<file path="src/rtl/pool_sched.sv">
// rtl/pool_sched.sv - instruction dispatch FIFO, read/write bus arbiters and completion counter for the processor pool.
// Dispatch and both bus arbiters share one winner-selection block (fixed priority or round-robin).

module pool_sched_pick #(
   parameter int N  = 4,
   parameter bit RR = 1'b1
) (
   input  logic [N-1:0]         req_i,
   input  logic [$clog2(N)-1:0] ptr_i,
   output logic                 any_o,
   output logic [$clog2(N)-1:0] sel_o
);
   localparam int SEL_W = $clog2(N);

   logic [SEL_W-1:0] idx;

   always_comb begin
      any_o = 1'b0;
      sel_o = '0;
      idx   = '0;
      for (int k = 0; k < N; k++) begin
         idx = RR ? SEL_W'((32'(ptr_i) + 32'(k)) % 32'(N)) : SEL_W'(k);
         if (!any_o && req_i[idx]) begin
            any_o = 1'b1;
            sel_o = idx;
         end
      end
   end
endmodule

module pool_sched_arb #(
   parameter int N  = 4,
   parameter bit RR = 1'b1
) (
   input  logic                 clk_i,
   input  logic                 rst_i,
   input  logic [N-1:0]         req_i,
   input  logic                 done_i,
   output logic [N-1:0]         grant_o,
   output logic [$clog2(N)-1:0] sel_o,
   output logic                 idle_o
);
   localparam int SEL_W = $clog2(N);

   typedef enum logic {ARB_IDLE, ARB_GRANT} arb_state_e;

   arb_state_e       state_q, state_d;
   logic [N-1:0]     grant_q, grant_d;
   logic [SEL_W-1:0] sel_q, sel_d;
   logic [SEL_W-1:0] ptr_q, ptr_d;
   logic             win_any;
   logic [SEL_W-1:0] win_sel;

   pool_sched_pick #(.N(N), .RR(RR)) u_pick (
      .req_i (req_i),
      .ptr_i (ptr_q),
      .any_o (win_any),
      .sel_o (win_sel)
   );

   always_ff @(posedge clk_i) begin
      if (rst_i) begin
         state_q <= ARB_IDLE;
         grant_q <= '0;
         sel_q   <= '0;
         ptr_q   <= '0;
      end else begin
         state_q <= state_d;
         grant_q <= grant_d;
         sel_q   <= sel_d;
         ptr_q   <= ptr_d;
      end
   end

   // Requests from other processors are not looked at while a grant is open.
   always_comb begin
      state_d = state_q;
      grant_d = grant_q;
      sel_d   = sel_q;
      ptr_d   = ptr_q;
      case (state_q)
         ARB_IDLE: begin
            if (win_any) begin
               grant_d = N'(1) << win_sel;
               sel_d   = win_sel;
               state_d = ARB_GRANT;
            end
         end
         ARB_GRANT: begin
            if (done_i || !req_i[sel_q]) begin
               grant_d = '0;
               sel_d   = '0;
               ptr_d   = SEL_W'((32'(sel_q) + 32'd1) % 32'(N));
               state_d = ARB_IDLE;
            end
         end
         default: state_d = ARB_IDLE;
      endcase
   end

   assign grant_o = grant_q;
   assign sel_o   = sel_q;
   assign idle_o  = (state_q == ARB_IDLE);
endmodule

module pool_sched #(
   parameter int PROC_COUNT = 4,
   parameter int INSTR_W    = 64,
   parameter int FIFO_DEPTH = 4,
   parameter int ARB_MODE   = 1,
   parameter int CNT_W      = 16
) (
   input  logic                          i_clk,
   input  logic                          i_rst,
   input  logic [INSTR_W-1:0]            i_instr,
   input  logic                          i_instr_valid,
   output logic                          o_instr_ready,
   output logic [INSTR_W-1:0]            o_instr,
   output logic [PROC_COUNT-1:0]         o_en,
   input  logic [PROC_COUNT-1:0]         i_busy,
   input  logic [PROC_COUNT-1:0]         i_finish,
   input  logic [PROC_COUNT-1:0]         i_req_rd,
   input  logic [PROC_COUNT-1:0]         i_req_wr,
   output logic [PROC_COUNT-1:0]         o_grant_rd,
   output logic [PROC_COUNT-1:0]         o_grant_wr,
   output logic [$clog2(PROC_COUNT)-1:0] o_rd_sel,
   output logic [$clog2(PROC_COUNT)-1:0] o_wr_sel,
   input  logic                          i_mem_rd_done,
   input  logic                          i_mem_wr_done,
   output logic [CNT_W-1:0]              o_done_cnt,
   output logic                          o_idle
);
   localparam int SEL_W = $clog2(PROC_COUNT);
   localparam int PTR_W = $clog2(FIFO_DEPTH);
   localparam int CW    = PTR_W + 1;
   localparam bit RR    = (ARB_MODE != 0);

   logic [INSTR_W-1:0]    mem_q [FIFO_DEPTH];
   logic [PTR_W-1:0]      wr_ptr_q, wr_ptr_d, rd_ptr_q, rd_ptr_d;
   logic [CW-1:0]         count_q, count_d;
   logic [PROC_COUNT-1:0] en_q, en_d;
   logic [PROC_COUNT-1:0] pending_q, pending_d;
   logic [SEL_W-1:0]      dpt_ptr_q, dpt_ptr_d;
   logic [CNT_W-1:0]      done_cnt_q, done_cnt_d;
   logic                  idle_q, idle_d;
   logic [CNT_W-1:0]      fin_sum;
   logic                  push, pop, avail, dispatch, dsp_any, rd_idle, wr_idle;
   logic [SEL_W-1:0]      dsp_sel;

   assign o_instr_ready = (count_q != CW'(FIFO_DEPTH));
   assign push          = i_instr_valid & o_instr_ready;
   assign pop           = |en_q;
   // The head being dispatched this cycle is already spoken for.
   assign avail         = (count_q > {{PTR_W{1'b0}}, pop});
   assign dispatch      = avail & dsp_any;

   pool_sched_pick #(.N(PROC_COUNT), .RR(RR)) u_dsp_pick (
      .req_i (~i_busy & ~pending_q),
      .ptr_i (dpt_ptr_q),
      .any_o (dsp_any),
      .sel_o (dsp_sel)
   );

   pool_sched_arb #(.N(PROC_COUNT), .RR(RR)) u_rd_arb (
      .clk_i   (i_clk),
      .rst_i   (i_rst),
      .req_i   (i_req_rd),
      .done_i  (i_mem_rd_done),
      .grant_o (o_grant_rd),
      .sel_o   (o_rd_sel),
      .idle_o  (rd_idle)
   );

   pool_sched_arb #(.N(PROC_COUNT), .RR(RR)) u_wr_arb (
      .clk_i   (i_clk),
      .rst_i   (i_rst),
      .req_i   (i_req_wr),
      .done_i  (i_mem_wr_done),
      .grant_o (o_grant_wr),
      .sel_o   (o_wr_sel),
      .idle_o  (wr_idle)
   );

   always_ff @(posedge i_clk) begin
      if (push) mem_q[wr_ptr_q] <= i_instr;
   end

   always_comb begin
      fin_sum = '0;
      for (int i = 0; i < PROC_COUNT; i++) fin_sum = fin_sum + CNT_W'(i_finish[i]);
   end

   always_comb begin
      wr_ptr_d   = push ? wr_ptr_q + PTR_W'(1) : wr_ptr_q;
      rd_ptr_d   = pop  ? rd_ptr_q + PTR_W'(1) : rd_ptr_q;
      count_d    = count_q;
      if (push && !pop)      count_d = count_q + CW'(1);
      else if (!push && pop) count_d = count_q - CW'(1);
      en_d       = dispatch ? (PROC_COUNT'(1) << dsp_sel) : '0;
      // A fresh dispatch outranks a same-cycle clear of the same bit.
      pending_d  = (pending_q & ~(i_busy | i_finish)) | en_d;
      dpt_ptr_d  = dispatch ? SEL_W'((32'(dsp_sel) + 32'd1) % 32'(PROC_COUNT)) : dpt_ptr_q;
      done_cnt_d = done_cnt_q + fin_sum;
      idle_d     = (count_q == '0) && (i_busy == '0) && (pending_q == '0)
                   && rd_idle && wr_idle && !push;
   end

   always_ff @(posedge i_clk) begin
      if (i_rst) begin
         wr_ptr_q   <= '0;
         rd_ptr_q   <= '0;
         count_q    <= '0;
         en_q       <= '0;
         pending_q  <= '0;
         dpt_ptr_q  <= '0;
         done_cnt_q <= '0;
         idle_q     <= 1'b1;
      end else begin
         wr_ptr_q   <= wr_ptr_d;
         rd_ptr_q   <= rd_ptr_d;
         count_q    <= count_d;
         en_q       <= en_d;
         pending_q  <= pending_d;
         dpt_ptr_q  <= dpt_ptr_d;
         done_cnt_q <= done_cnt_d;
         idle_q     <= idle_d;
      end
   end

   assign o_instr    = mem_q[rd_ptr_q];
   assign o_en       = en_q;
   assign o_done_cnt = done_cnt_q;
   assign o_idle     = idle_q;
endmodule

</file>
<file path="config.mk">
export PLATFORM = sky130hd
export DESIGN_NAME = pool_sched
export DESIGN_NICKNAME = d
export VERILOG_FILES = /design/src/rtl/pool_sched.sv
export SDC_FILE = /design/constraint.sdc
export NUM_CORES = 1
export LEC_CHECK = 0
export BUFFER_PORTS_ARGS = -buffer_cell sky130_fd_sc_hd__buf_2
export CAP_MARGIN = 20
export CORE_MARGIN = 8
export CORE_UTILIZATION = 50
export DETAILED_ROUTE_END_ITERATION = 16
export GPL_ROUTABILITY_DRIVEN = 0
export MAX_ROUTING_LAYER = met4
export PLACE_DENSITY = 0.8
export SLEW_MARGIN = 20
export SYNTH_ARGS = -nofsm -noshare
export SYNTH_HDL_FRONTEND = slang
export SYNTH_SLANG_ARGS = --single-unit
</file>
<file path="constraint.sdc">
create_clock -name i_clk -period 5.45 [get_ports i_clk]
set_input_delay 0.2725 -clock i_clk [delete_from_list [all_inputs] [get_ports i_clk]]
set_output_delay 0.2725 -clock i_clk [all_outputs]
set_load 0.01 [all_outputs]
</file>
==> metrics.txt <==
dpl cells between 1000 and 1500; status complete, no violations; Clock Tree Buf Depth 3; fin nets slightly below 1000; most common cell after layout, fill and taps aside edfxtp_1; DR WL/cell ~20 um; peak supply drop between 0.2 and 0.25 mV; cts hold-fix bufs between 60 and 70; PostCTS Resize Cnt 0; Die W roughly 170 um; DIE HEIGHT 169 um; Post-Syn Nets between 700 and 800; clk sinks 310; Final Slew Violations 0; core area 23300 sq um; HP Class input port to flop; Clk pwr share a little under a third; antenna cells 0; post-synthesis adder-cell area fraction about 1.3%; Post-synth ARST share 0%; Synth Area in Compound Gates ~3%; remaining global-route overflow 0; critical path arrival 2790 ps; commonest cells after routing, fill and taps aside edfxtp_1 (256), buf_2 (182), mux4_2 (66); share of layout cells above drive strength 1 34.9%; vias between 6000 and 7000; RSZ-0062 raised after global routing false; H-tree levels 1; first-pass GRT wire length 38600 um; initial antenna violation count 0; Initial Util about 50%; Slew HR 38.3%; CP Max Fanout 41; Post-Syn Area roughly 12000 sq um; clk_skew about 14 ps; Worst Setup EP o_instr[9]; final setup fails 0; count of different cell masters after synthesis 50; Post-CTS Setup Inserts 0; Mapped Cells between 600 and 700; top_reg_cell synth edfxtp_1; router iterations before antenna repair 7; CTS tree built; register area share after synthesis between 70% and 80%; vias in the first global route 6961; number of buffers added on ports approximately 180; Least-Margin Pin Slew just over 900 ps; Clock transition at path regs 60 ps; Net Switching roughly 1.7 mW; fillers 1640; mean area per synthesized cell 19.1 sq um; post-route ant nets 0; Fmax about 330 MHz; WS Path Type flop to output port; Leak a little over 5 nW; Fin Setup TNS 0 ps; gr usage total ~18%; internal power around 4.6 mW; Post-synth EDFFs between 200 and 300; routed wire length approximately 25000 um; Synth Area in Simple Gates between 5 and 6%; Synth Area in XOR/XNOR about 1.6%; synth warn 0; die area around 29000 sq um; Yosys reg bits 310; num rows 56; Via density about 5.4; Crit Reg-Reg Startpoint o_en[1]; worst reg2reg setup slack approximately 3000 ps; CTS buffer count 30; largest family of logic cells by synthesized area multiplexers; Initial DRC Count ~540; area grow syn2layout 24.4%; PwrDens 433 nW/um^2; combinational share of power between 20% and 30%; RR Endpoint dpt_ptr_q[1]; DRC viols 0; post-layout min period 3060 ps; cells on worst reg2reg path 6; Critical Path Source Type flop; Worst-Skew Late Latency ~540 ps; post-synthesis mux area share 13.0%; fin crit share a little under three fifths; fin cells between 1000 and 1500; largest net degree at the start of global routing 65; Fin. Hold Viols 0; number of top-level design ports 183; sequential share of power 47.3%; CTS Root Cell clkbuf_16; Net Sw Frac 26.9%; endpoint type of the worst setup path output port; Crit path required time 5180 ps; post-DP HPWL about 15000 um; max-cap violations 0
[cell type report]
type / instances / area [sq um] / area share, %
Sequential cell: 310 / 8770 / 60.1
Multi-Input combinational cell: 270 / 2830 / 19.4
Timing Repair Buffer: 252 / 1600 / 10.9
Clock buffer: 34 / 766 / 5.25
Tap cell: 319 / 399 / 2.73
Clock inverter: 19 / 186 / 1.28
Inverter: 13 / 48.8 / 0.334
[power groups by stage]
stage                     sequential, mW  clock, mW  combinational [mW]
after detailed placement            3.04          0                1.31
after CTS                           3.00       2.03                1.36
after floorplan                     2.98          0               0.898
after global placement              3.03          0                1.29
after global routing                3.02       2.12                1.46
final                               2.99       1.99                1.34
[metal layers]
| layer | track usage (%) | part of all wire, % |
|---|---|---|
| met1 | 22.8 | 43 |
| met5 | - | 0 |
| met4 | 2.96 | 0.76 |
| met2 | 29.2 | 50 |
| met3 | 3.26 | 6.7 |
[cell usage after synthesis, drive strengths merged, types with 4 or more instances]
cell / instances / area [sq um]
nand2b: 6 / 37.5
mux2i: 4 / 40.0
and3: 6 / 37.5
nand2: 19 / 71.3
nor3b: 4 / 40.0
a211oi: 5 / 42.5
edfxtp: 256 / 7690
xnor2: 10 / 87.6
a21o: 4 / 30.0
buf: 15 / 67.6
nor2b: 6 / 37.5
inv: 13 / 48.8
nor3: 10 / 50.1
ha: 7 / 87.6
nand3: 7 / 35.0
a21oi: 11 / 55.1
dfxtp: 54 / 1080
and4: 4 / 35.0
xor2: 12 / 105
nor2: 45 / 171
mux4: 66 / 1490
o21ai: 7 / 35.0
clkbuf: 7 / 26.3
[registers in the layout, indices dropped and copies added (netlist names), 2 cells and up, named ones only]
signal,count
mem_q,256
o_done_cnt,16
o_en,4
pending_q,4
u_rd_arb.grant_o,4
u_wr_arb.grant_o,4
count_q,3
dpt_ptr_q,2
rd_ptr_q,2
u_rd_arb.ptr_q,2
u_rd_arb.sel_o,2
u_wr_arb.ptr_q,2
u_wr_arb.sel_o,2
wr_ptr_q,2
[worst min-delay path by stage]
stage          slack [ps]           startpoint  cells after the start                  end
2_1_floorplan         370           i_instr[0]                      0          mem_q[0][0]
3_3_place_gp          440  u_rd_arb.grant_o[3]                      2  u_rd_arb.grant_o[3]
3_5_place_dp          440  u_rd_arb.grant_o[3]                      2  u_rd_arb.grant_o[3]
4_1_cts                20          i_finish[1]                      3         pending_q[1]
5_1_grt                30            i_busy[1]                      3         pending_q[1]
6_report               50          i_finish[1]                      3         pending_q[1]
[cell families (layout without fill, tap and decap cells)]
logic type | after synthesis | after routing
simple gates | 120 | 120
fa+ha+maj | 10 | 10
flops | 310 | 310
buf+inv | 35 | 318
mux | 70 | 70
xor+xnor | 22 | 22
compound gates | 48 | 48
[per-stage QoR]
stage | setup WS, ps | instance area (sq um) | util [%] | power (mW) | hold WS (ps)
final | 2390 | 14600 | 62.8 | 6.32 | 48.8
after global routing | 2160 | 14600 | 62.8 | 6.61 | 26.6
after CTS | 2280 | 14600 | 62.7 | 6.38 | 19.9
after detailed placement | 2900 | 13000 | 55.9 | 4.35 | 442
after global placement | 2910 | 13000 | 55.9 | 4.32 | 436
after floorplan | 2820 | 11700 | - | 3.87 | 371
[critical path: stages (launching register included)]
cell     delay [ps]
dfxtp_4         900
buf_4           530
mux4_2          610
buf_2           170
Power figures use the tool's default switching activity.
